`config.mk`:
```
export PLATFORM = sky130hd
export DESIGN_NAME = sc_statemachinepiece_flat
export DESIGN_NICKNAME = d
export VERILOG_FILES = /design/src/rtl/sc_statemachinepiece_pkg.sv /design/src/rtl/sc_statemachinepiece_if.sv /design/src/rtl/sc_statemachinepiece_tickcounter.sv /design/src/rtl/sc_statemachinepiece.sv /design/src/flat_wrapper.sv
export SDC_FILE = /design/constraint.sdc
export NUM_CORES = 1
export LEC_CHECK = 0
export ABC_AREA = 0
export BUFFER_PORTS_ARGS = -buffer_cell sky130_fd_sc_hd__clkbuf_2
export CAP_MARGIN = 20
export CORE_ASPECT_RATIO = 1.5
export CORE_MARGIN = 2
export CORE_UTILIZATION = 60
export DETAILED_ROUTE_END_ITERATION = 16
export PLACE_DENSITY = 0.78
export SYNTH_ARGS = -nofsm -noshare
export SYNTH_HDL_FRONTEND = slang
export SYNTH_SLANG_ARGS = --single-unit
```
`constraint.sdc`:
```
create_clock -name SC_STATEMACHINEPIECE_CLOCK_50 -period 3.5 [get_ports SC_STATEMACHINEPIECE_CLOCK_50]
set_clock_uncertainty 0.1 [all_clocks]
set_input_delay 0 -clock SC_STATEMACHINEPIECE_CLOCK_50 [delete_from_list [all_inputs] [get_ports SC_STATEMACHINEPIECE_CLOCK_50]]
set_output_delay 0 -clock SC_STATEMACHINEPIECE_CLOCK_50 [all_outputs]
set_load 0.1 [all_outputs]
```
`src/rtl/sc_statemachinepiece_pkg.sv`:
```
// sc_statemachinepiece_pkg: state, shift and action encodings shared by the piece controller
package sc_statemachinepiece_pkg;

   typedef enum logic [3:0] {
      ST_RESET  = 4'd0,
      ST_START  = 4'd1,
      ST_IDLE   = 4'd2,
      ST_INIT   = 4'd3,
      ST_CHECK  = 4'd4,
      ST_DOWN   = 4'd5,
      ST_LEFT   = 4'd6,
      ST_RIGHT  = 4'd7,
      ST_ROTATE = 4'd8,
      ST_HOLD   = 4'd9,
      ST_LOCK   = 4'd10
   } state_t;

   typedef enum logic [1:0] {
      ACT_DOWN   = 2'd0,
      ACT_LEFT   = 2'd1,
      ACT_RIGHT  = 2'd2,
      ACT_ROTATE = 2'd3
   } action_t;

   localparam logic [1:0] SHIFT_LEFT  = 2'b01;
   localparam logic [1:0] SHIFT_RIGHT = 2'b10;
   localparam logic [1:0] SHIFT_HOLD  = 2'b11;

   function automatic action_t act_of(state_t s);
      return s == ST_LEFT ? ACT_LEFT : s == ST_RIGHT ? ACT_RIGHT : s == ST_ROTATE ? ACT_ROTATE : ACT_DOWN;
   endfunction

   function automatic state_t act_state(action_t a);
      return a == ACT_LEFT ? ST_LEFT : a == ACT_RIGHT ? ST_RIGHT : a == ACT_ROTATE ? ST_ROTATE : ST_DOWN;
   endfunction

endpackage

```
`src/rtl/sc_statemachinepiece_if.sv`:
```
// sc_statemachinepiece_if: button/collision inputs and piece-register commands of the controller
interface sc_statemachinepiece_if;

   logic       SC_STATEMACHINEPIECE_startButton_InLow;
   logic       SC_STATEMACHINEPIECE_downButton_InLow;
   logic       SC_STATEMACHINEPIECE_leftButton_InLow;
   logic       SC_STATEMACHINEPIECE_rightButton_InLow;
   logic       SC_STATEMACHINEPIECE_rotateButton_InLow;
   logic       SC_STATEMACHINEPIECE_bottomside_InLow;
   logic       SC_STATEMACHINEPIECE_leftside_InLow;
   logic       SC_STATEMACHINEPIECE_rightside_InLow;
   logic       SC_STATEMACHINEPIECE_rotateblock_InLow;
   logic       SC_STATEMACHINEPIECE_clear_OutLow;
   logic       SC_STATEMACHINEPIECE_load0_OutLow;
   logic       SC_STATEMACHINEPIECE_load1_OutLow;
   logic [1:0] SC_STATEMACHINEPIECE_shiftselection_Out;
   logic       SC_STATEMACHINEPIECE_rotate_OutLow;

   modport master (
      input  SC_STATEMACHINEPIECE_startButton_InLow,
      input  SC_STATEMACHINEPIECE_downButton_InLow,
      input  SC_STATEMACHINEPIECE_leftButton_InLow,
      input  SC_STATEMACHINEPIECE_rightButton_InLow,
      input  SC_STATEMACHINEPIECE_rotateButton_InLow,
      input  SC_STATEMACHINEPIECE_bottomside_InLow,
      input  SC_STATEMACHINEPIECE_leftside_InLow,
      input  SC_STATEMACHINEPIECE_rightside_InLow,
      input  SC_STATEMACHINEPIECE_rotateblock_InLow,
      output SC_STATEMACHINEPIECE_clear_OutLow,
      output SC_STATEMACHINEPIECE_load0_OutLow,
      output SC_STATEMACHINEPIECE_load1_OutLow,
      output SC_STATEMACHINEPIECE_shiftselection_Out,
      output SC_STATEMACHINEPIECE_rotate_OutLow
   );

   modport slave (
      output SC_STATEMACHINEPIECE_startButton_InLow,
      output SC_STATEMACHINEPIECE_downButton_InLow,
      output SC_STATEMACHINEPIECE_leftButton_InLow,
      output SC_STATEMACHINEPIECE_rightButton_InLow,
      output SC_STATEMACHINEPIECE_rotateButton_InLow,
      output SC_STATEMACHINEPIECE_bottomside_InLow,
      output SC_STATEMACHINEPIECE_leftside_InLow,
      output SC_STATEMACHINEPIECE_rightside_InLow,
      output SC_STATEMACHINEPIECE_rotateblock_InLow,
      input  SC_STATEMACHINEPIECE_clear_OutLow,
      input  SC_STATEMACHINEPIECE_load0_OutLow,
      input  SC_STATEMACHINEPIECE_load1_OutLow,
      input  SC_STATEMACHINEPIECE_shiftselection_Out,
      input  SC_STATEMACHINEPIECE_rotate_OutLow
   );

endinterface

```
`src/rtl/sc_statemachinepiece_tickcounter.sv`:
```
// sc_tickcounter: wrapping 0..limit-1 counter with clear priority and a wrap pulse
module sc_tickcounter #(
   parameter int CNT_WIDTH = 25
) (
   input  logic                 clk,
   input  logic                 rst,
   input  logic                 clr,
   input  logic                 en,
   input  logic [CNT_WIDTH-1:0] limit,
   output logic                 wrap
);

   logic [CNT_WIDTH-1:0] cnt_q, cnt_d;

   // wrap ignores clr so a consumer may derive clr from wrap without a loop
   assign wrap = en && cnt_q == limit - CNT_WIDTH'(1);

   // next count: clear wins, then wrap to zero, else increment while enabled
   always_comb cnt_d = clr ? '0 : wrap ? '0 : en ? cnt_q + CNT_WIDTH'(1) : cnt_q;

   // count register
   always_ff @(posedge clk or posedge rst)
      if (rst) cnt_q <= '0;
      else     cnt_q <= cnt_d;

endmodule

```
`src/rtl/sc_statemachinepiece.sv`:
```
// sc_statemachinepiece: falling-block piece controller with gravity, auto-repeat and collision gating
module sc_statemachinepiece
   import sc_statemachinepiece_pkg::*;
#(
   parameter int GRAVITY_TICKS = 25000000,
   parameter int REPEAT_DELAY  = 12500000,
   parameter int REPEAT_RATE   = 2500000,
   parameter int CNT_WIDTH     = 25
) (
   input logic                    SC_STATEMACHINEPIECE_CLOCK_50,
   input logic                    SC_STATEMACHINEPIECE_RESET_InHigh,
   sc_statemachinepiece_if.master bus
);

   localparam logic [CNT_WIDTH-1:0] GRAV_LIM = CNT_WIDTH'(GRAVITY_TICKS);
   localparam logic [CNT_WIDTH-1:0] DLY_LIM  = CNT_WIDTH'(REPEAT_DELAY);
   localparam logic [CNT_WIDTH-1:0] RATE_LIM = CNT_WIDTH'(REPEAT_RATE);

   state_t  state_q, state_d, grav_st;
   action_t act_q, act_d;
   logic    pend_q, pend_d, first_q, first_d;
   logic    rep_clr, rep_ok, grav_wrap, rep_wrap, all_high, timers_off;
   logic    start_n, down_n, left_n, right_n, rotate_n, bottom, lside, rside, rblock;

   assign start_n  = bus.SC_STATEMACHINEPIECE_startButton_InLow;
   assign down_n   = bus.SC_STATEMACHINEPIECE_downButton_InLow;
   assign left_n   = bus.SC_STATEMACHINEPIECE_leftButton_InLow;
   assign right_n  = bus.SC_STATEMACHINEPIECE_rightButton_InLow;
   assign rotate_n = bus.SC_STATEMACHINEPIECE_rotateButton_InLow;
   assign bottom   = bus.SC_STATEMACHINEPIECE_bottomside_InLow;
   assign lside    = bus.SC_STATEMACHINEPIECE_leftside_InLow;
   assign rside    = bus.SC_STATEMACHINEPIECE_rightside_InLow;
   assign rblock   = bus.SC_STATEMACHINEPIECE_rotateblock_InLow;

   assign all_high   = &{start_n, down_n, left_n, right_n, rotate_n};
   assign grav_st    = bottom ? ST_DOWN : ST_LOCK;
   assign timers_off = state_q inside {ST_RESET, ST_START, ST_IDLE, ST_INIT};

   // the remembered action may repeat only while its own button is held and its side is free
   always_comb
      rep_ok = act_q == ACT_DOWN  ? (!down_n && bottom) :
               act_q == ACT_LEFT  ? (!left_n && lside)  :
               act_q == ACT_RIGHT ? (!right_n && rside) : 1'b0;

   // next state, action/first-repeat bookkeeping and gravity pending flag
   always_comb begin
      state_d = state_q;
      act_d   = act_q;
      first_d = first_q;
      rep_clr = 1'b0;
      case (state_q)
         ST_RESET:  state_d = ST_START;
         ST_START:  state_d = ST_IDLE;
         ST_IDLE:   state_d = start_n ? ST_IDLE : ST_INIT;
         ST_INIT:   state_d = ST_CHECK;
         ST_CHECK: begin
            if (!start_n)                state_d = ST_INIT;
            else if (pend_q)             state_d = grav_st;
            else if (!down_n && bottom)  state_d = ST_DOWN;
            else if (!left_n && lside)   state_d = ST_LEFT;
            else if (!right_n && rside)  state_d = ST_RIGHT;
            else if (!rotate_n && rblock) state_d = ST_ROTATE;
            if (state_d inside {ST_DOWN, ST_LEFT, ST_RIGHT, ST_ROTATE}) begin
               act_d   = act_of(state_d);
               first_d = 1'b1;
               rep_clr = 1'b1;
            end
         end
         ST_DOWN, ST_LEFT, ST_RIGHT, ST_ROTATE: state_d = ST_HOLD;
         ST_LOCK:   state_d = ST_INIT;
         ST_HOLD: begin
            if (all_high)               state_d = ST_CHECK;
            else if (pend_q)            state_d = grav_st;
            else if (rep_wrap && rep_ok) begin
               state_d = act_state(act_q);
               first_d = 1'b0;
               rep_clr = 1'b1;
            end
         end
         default:   state_d = ST_CHECK;
      endcase
      pend_d = grav_wrap | (pend_q & !(state_d inside {ST_DOWN, ST_LOCK}));
   end

   // state, action, pending and first-repeat registers
   always_ff @(posedge SC_STATEMACHINEPIECE_CLOCK_50 or posedge SC_STATEMACHINEPIECE_RESET_InHigh)
      if (SC_STATEMACHINEPIECE_RESET_InHigh) begin
         state_q <= ST_RESET;
         act_q   <= ACT_DOWN;
         pend_q  <= 1'b0;
         first_q <= 1'b1;
      end else begin
         state_q <= state_d;
         act_q   <= act_d;
         pend_q  <= pend_d;
         first_q <= first_d;
      end

   sc_tickcounter #(.CNT_WIDTH(CNT_WIDTH)) u_grav (
      .clk   (SC_STATEMACHINEPIECE_CLOCK_50),
      .rst   (SC_STATEMACHINEPIECE_RESET_InHigh),
      .clr   (timers_off),
      .en    (!timers_off),
      .limit (GRAV_LIM),
      .wrap  (grav_wrap)
   );

   sc_tickcounter #(.CNT_WIDTH(CNT_WIDTH)) u_rep (
      .clk   (SC_STATEMACHINEPIECE_CLOCK_50),
      .rst   (SC_STATEMACHINEPIECE_RESET_InHigh),
      .clr   (rep_clr),
      .en    (state_q == ST_HOLD),
      .limit (first_q ? DLY_LIM : RATE_LIM),
      .wrap  (rep_wrap)
   );

   assign bus.SC_STATEMACHINEPIECE_clear_OutLow       = state_q != ST_INIT;
   assign bus.SC_STATEMACHINEPIECE_load0_OutLow       = state_q != ST_LOCK;
   assign bus.SC_STATEMACHINEPIECE_load1_OutLow       = state_q != ST_DOWN;
   assign bus.SC_STATEMACHINEPIECE_shiftselection_Out = state_q == ST_LEFT ? SHIFT_LEFT :
                                                        state_q == ST_RIGHT ? SHIFT_RIGHT : SHIFT_HOLD;
   assign bus.SC_STATEMACHINEPIECE_rotate_OutLow      = state_q != ST_ROTATE;

endmodule
```
`src/flat_wrapper.sv`:
```
// flat-port wrapper written by rule: the top's interface ports become plain ports
module sc_statemachinepiece_flat import sc_statemachinepiece_pkg::*;
#(
   parameter int GRAVITY_TICKS = 25000000,
   parameter int REPEAT_DELAY  = 12500000,
   parameter int REPEAT_RATE   = 2500000,
   parameter int CNT_WIDTH     = 25
)
  (SC_STATEMACHINEPIECE_CLOCK_50, SC_STATEMACHINEPIECE_RESET_InHigh, bus_SC_STATEMACHINEPIECE_startButton_InLow, bus_SC_STATEMACHINEPIECE_downButton_InLow, bus_SC_STATEMACHINEPIECE_leftButton_InLow, bus_SC_STATEMACHINEPIECE_rightButton_InLow, bus_SC_STATEMACHINEPIECE_rotateButton_InLow, bus_SC_STATEMACHINEPIECE_bottomside_InLow, bus_SC_STATEMACHINEPIECE_leftside_InLow, bus_SC_STATEMACHINEPIECE_rightside_InLow, bus_SC_STATEMACHINEPIECE_rotateblock_InLow, bus_SC_STATEMACHINEPIECE_clear_OutLow, bus_SC_STATEMACHINEPIECE_load0_OutLow, bus_SC_STATEMACHINEPIECE_load1_OutLow, bus_SC_STATEMACHINEPIECE_shiftselection_Out, bus_SC_STATEMACHINEPIECE_rotate_OutLow);
  sc_statemachinepiece_if bus_i ();
  input logic SC_STATEMACHINEPIECE_CLOCK_50;
  input logic SC_STATEMACHINEPIECE_RESET_InHigh;
  input wire logic [$bits(bus_i.SC_STATEMACHINEPIECE_startButton_InLow)-1:0] bus_SC_STATEMACHINEPIECE_startButton_InLow;
  input wire logic [$bits(bus_i.SC_STATEMACHINEPIECE_downButton_InLow)-1:0] bus_SC_STATEMACHINEPIECE_downButton_InLow;
  input wire logic [$bits(bus_i.SC_STATEMACHINEPIECE_leftButton_InLow)-1:0] bus_SC_STATEMACHINEPIECE_leftButton_InLow;
  input wire logic [$bits(bus_i.SC_STATEMACHINEPIECE_rightButton_InLow)-1:0] bus_SC_STATEMACHINEPIECE_rightButton_InLow;
  input wire logic [$bits(bus_i.SC_STATEMACHINEPIECE_rotateButton_InLow)-1:0] bus_SC_STATEMACHINEPIECE_rotateButton_InLow;
  input wire logic [$bits(bus_i.SC_STATEMACHINEPIECE_bottomside_InLow)-1:0] bus_SC_STATEMACHINEPIECE_bottomside_InLow;
  input wire logic [$bits(bus_i.SC_STATEMACHINEPIECE_leftside_InLow)-1:0] bus_SC_STATEMACHINEPIECE_leftside_InLow;
  input wire logic [$bits(bus_i.SC_STATEMACHINEPIECE_rightside_InLow)-1:0] bus_SC_STATEMACHINEPIECE_rightside_InLow;
  input wire logic [$bits(bus_i.SC_STATEMACHINEPIECE_rotateblock_InLow)-1:0] bus_SC_STATEMACHINEPIECE_rotateblock_InLow;
  output wire logic [$bits(bus_i.SC_STATEMACHINEPIECE_clear_OutLow)-1:0] bus_SC_STATEMACHINEPIECE_clear_OutLow;
  output wire logic [$bits(bus_i.SC_STATEMACHINEPIECE_load0_OutLow)-1:0] bus_SC_STATEMACHINEPIECE_load0_OutLow;
  output wire logic [$bits(bus_i.SC_STATEMACHINEPIECE_load1_OutLow)-1:0] bus_SC_STATEMACHINEPIECE_load1_OutLow;
  output wire logic [$bits(bus_i.SC_STATEMACHINEPIECE_shiftselection_Out)-1:0] bus_SC_STATEMACHINEPIECE_shiftselection_Out;
  output wire logic [$bits(bus_i.SC_STATEMACHINEPIECE_rotate_OutLow)-1:0] bus_SC_STATEMACHINEPIECE_rotate_OutLow;
  assign bus_i.SC_STATEMACHINEPIECE_startButton_InLow = bus_SC_STATEMACHINEPIECE_startButton_InLow;
  assign bus_i.SC_STATEMACHINEPIECE_downButton_InLow = bus_SC_STATEMACHINEPIECE_downButton_InLow;
  assign bus_i.SC_STATEMACHINEPIECE_leftButton_InLow = bus_SC_STATEMACHINEPIECE_leftButton_InLow;
  assign bus_i.SC_STATEMACHINEPIECE_rightButton_InLow = bus_SC_STATEMACHINEPIECE_rightButton_InLow;
  assign bus_i.SC_STATEMACHINEPIECE_rotateButton_InLow = bus_SC_STATEMACHINEPIECE_rotateButton_InLow;
  assign bus_i.SC_STATEMACHINEPIECE_bottomside_InLow = bus_SC_STATEMACHINEPIECE_bottomside_InLow;
  assign bus_i.SC_STATEMACHINEPIECE_leftside_InLow = bus_SC_STATEMACHINEPIECE_leftside_InLow;
  assign bus_i.SC_STATEMACHINEPIECE_rightside_InLow = bus_SC_STATEMACHINEPIECE_rightside_InLow;
  assign bus_i.SC_STATEMACHINEPIECE_rotateblock_InLow = bus_SC_STATEMACHINEPIECE_rotateblock_InLow;
  assign bus_SC_STATEMACHINEPIECE_clear_OutLow = bus_i.SC_STATEMACHINEPIECE_clear_OutLow;
  assign bus_SC_STATEMACHINEPIECE_load0_OutLow = bus_i.SC_STATEMACHINEPIECE_load0_OutLow;
  assign bus_SC_STATEMACHINEPIECE_load1_OutLow = bus_i.SC_STATEMACHINEPIECE_load1_OutLow;
  assign bus_SC_STATEMACHINEPIECE_shiftselection_Out = bus_i.SC_STATEMACHINEPIECE_shiftselection_Out;
  assign bus_SC_STATEMACHINEPIECE_rotate_OutLow = bus_i.SC_STATEMACHINEPIECE_rotate_OutLow;
  sc_statemachinepiece #(.GRAVITY_TICKS(GRAVITY_TICKS), .REPEAT_DELAY(REPEAT_DELAY), .REPEAT_RATE(REPEAT_RATE), .CNT_WIDTH(CNT_WIDTH)) u_core (.SC_STATEMACHINEPIECE_CLOCK_50(SC_STATEMACHINEPIECE_CLOCK_50), .SC_STATEMACHINEPIECE_RESET_InHigh(SC_STATEMACHINEPIECE_RESET_InHigh), .bus(bus_i));
endmodule
```
==> summary.txt <==
Drt
  – DRC violations left: 0
  – DRT Pass-1 Iters: 5
  – Total vias in the final route: 2990
  – Starting DRT DRC Count: 250
  – Post-DR vias/cell: 6.15
  – Post-route ant nets: 0
  – Routed len/inst: 15.4 microns
  – Drt total wl: 7.47 mm

Clocking
  – Max H-tree Level: 3
  – Reg clk slew, reported paths: 0.06 ns
  – Setup Buffers After CTS: 0
  – Clock tree buffer depth: 2
  – Clk Latency, worst-skew pair: 0.34 ns
  – CTS tree: built
  – Root Buffer: clkbuf_8
  – CTS buffer count: 9
  – # clock sinks: 58

STA
  – Endpoints failing setup: 0
  – PnR worst setup slack: 0.625 ns
  – Fmax: 348 MHz
  – Final Cycle Share: 82.2%
  – Total negative setup slack: 0 ns
  – RSZ-0062 raised after global routing: no
  – Slew Limit Fails: 0
  – Worst slew pin tran: 0.857 ns
  – Slew headroom: 42.8%
  – Hold Vio Cnt, Final: 0
  – Period minus WS final: 2.88 ns

Setup path
  – FF-to-FF setup slack: 0.62 ns
  – Crit Path Max Fanout: 13
  – Startpoint class of the critical path: register
  – Critical Path AT: 3.00 ns
  – R2R Path End: u_core.pend_q
  – Reg2reg start: u_core.state_q[0]
  – Kind of critical path: register to register
  – Worst R2R Path Depth: 8
  – WP data required: 3.62 ns
  – Crit end category: register

Global route
  – Global-route wire length before repair: 12.7 mm
  – Congestion Overflow GR: 0
  – Overall Global Routing Usage: 25.3%
  – Largest net degree at the start of global routing: 42
  – Vias in the first global route: 2874
  – Initial antenna violation count: 0

Synth
  – Syn Area/Cell: 8.81 sq um
  – Post-synth EDFFs: 0
  – Distinct cells, synth: 54
  – Async SR Flop Fraction: 100%
  – Syn_nets: 408
  – Syn Std Cell Area: 0.00344 sq mm
  – Sequential-to-total area share from yosys stat: 42.3%
  – Flops & latches, synth: 58
  – Synth warn: 0
  – Synth Instances: 390
  – Main synth FF type: dfrtp_1

Die
  – Core ar.: 0.00549 sq mm
  – Initial Utilization: 62.6%
  – Die footprint: 0.00636 sq mm
  – FP Rows: 33
  – Ports: 17
  – Die width: 65.8 microns
  – Die H: 96.7 microns

Final layout
  – Fin cells: 486
  – Fillers: 449
  – Seq. cell area: 0.00145 sq mm
  – Diode count: 0
  – Share of cells above drive strength 1: 10.6%
  – Commonest non-fill, non-tap cell in the layout: dfrtp_1
  – Most frequent cells in the layout: dfrtp_1, nor2_1, nand2_1
  – Design Area, Final: 0.00378 sq mm
  – Area delta synth->final: 10.1%
  – Footprint of the multi-input gates: 0.00190 sq mm
  – Nets: 430

Power and ir drop
  – Lkg Pwr: 1.58 nW
  – VDD IR max: 409 uV
  – Clock share of power: 25.8%
  – Net switching power: 810 uW
  – P_int: 1.25 mW
  – Gate power share: 30.8%
  – Power per cell area: 545 mW/mm^2
  – Switching share of power: 39.3%
  – Sequential fraction of design power: 43.4%

Run
  – Max-cap violations: 0

Placed design
  – Routability Congestion: 0.952
  – Number of port buffers: 16
  – Dpl cells: 469
  – Pre-CTS setup slack: 0.630 ns
  – Hpwl dp: 5.29 mm
  – Post-DP Area: 0.00359 sq mm

Status
  – Status: finished, final reports clean

Worst hold path
  – Hold Path Class: input pin to register
  – Depth of the worst hold-timing path: 4
  – Hold EP: u_core.act_q[1]
  – Hold path start: bus_SC_STATEMACHINEPIECE_bottomside_InLow
-- critical path, stage by stage (launching register included) --
cell       delay (ns)
dfrtp_1          0.59
nor4bb_1         0.51
o2111ai_1        0.28
a2111oi_4        0.39
a211oi_1         0.14
o21a_1           0.21
or3b_1           0.37
nand3_1          0.09
o21ai_1          0.07
-- layout make-up --
cell class,count,share of cell area (%)
inverters,10,0.993
repair buffers,22,3.44
clock buffers,12,4.10
well taps,70,2.32
multi-input cells,311,50.3
flip-flops and latches,58,38.4
clock inverters,3,0.397
-- per-layer routing --
layer / up-vias / part of all wire [%] / global-route usage, %
li1: 1448 / - / -
met4: 0 / 2.4 / 9.78
met1: 1445 / 43 / 31.6
met3: 22 / 3.8 / 5.93
met5: - / 0 / 0
met2: 75 / 51 / 41.6
-- power by group through the flow --
| stage | Sequential, mW | Combinational, mW | Clock (mW) |
|---|---|---|---|
| global placement | 0.896 | 0.625 | 0 |
| CTS | 0.890 | 0.636 | 0.543 |
| floorplan | 0.820 | 0.559 | 0 |
| detailed placement | 0.902 | 0.627 | 0 |
| global route | 0.908 | 0.706 | 0.574 |
| finish | 0.895 | 0.635 | 0.532 |
-- logic make-up after synthesis --
kind of cell / share of synthesized area (%)
AND/OR/NAND/NOR: 29.8
AO/OA/AOI/OAI: 14.8
flip-flops: 42.3
XOR/XNOR: 7.65
buffers and inverters: 2.33
adder cells (fa/ha/maj): 2.55
multiplexers: 0.655
-- state kept, by name (all words and copies together), names as in the netlist --
register / flops
u_core.act_q: 2
u_core.first_q: 1
u_core.pend_q: 1
u_core.state_q: 4
u_core.u_grav.cnt_q: 25
u_core.u_rep.cnt_q: 25
-- per-stage QoR --
stage          power (mW)  hold WS, ns  utilization (%)
6_report             2.06       0.0973             68.9
5_1_grt              2.19        0.125             68.9
4_1_cts              2.07       0.0760             68.9
3_5_place_dp         1.53        0.107             65.4
3_3_place_gp         1.52       0.0978             65.4
2_1_floorplan        1.38        0.148                -
-- Yosys cell counts (4+ instances only) --
cell | count | share of area [%]
nand4_1 | 12 | 2.2
nand2_1 | 34 | 3.7
nand3_1 | 30 | 4.4
xor2_1 | 21 | 5.4
a22oi_1 | 4 | 0.87
inv_1 | 10 | 1.1
or3_1 | 21 | 3.8
o21ai_0 | 24 | 3.5
and3_1 | 11 | 2.0
dfrtp_1 | 57 | 42
and2_1 | 4 | 0.73
clkbuf_1 | 10 | 1.1
ha_1 | 7 | 2.5
a21oi_1 | 24 | 3.5
xnor2_1 | 9 | 2.3
nor2b_1 | 6 | 1.1
nand2b_1 | 4 | 0.73
nor2_1 | 48 | 5.2
-- how the worst max path moves through the flow --
stage | from | cells past startpoint | endpoint
floorplan | u_core.u_rep.cnt_q[15] | 8 | u_core.pend_q
global placement | u_core.state_q[0] | 8 | u_core.pend_q
detailed placement | u_core.state_q[0] | 8 | u_core.pend_q
CTS | u_core.state_q[0] | 8 | u_core.pend_q
global route | u_core.state_q[0] | 7 | u_core.u_rep.cnt_q[17]
finish | u_core.state_q[0] | 8 | u_core.pend_q
-- repair_timing --
action	4_1_cts	5_1_grt
hold buffers	2	0
resized for setup	0	0
hold endpoints to repair	40	0
(Power assumes the default switching activity.)
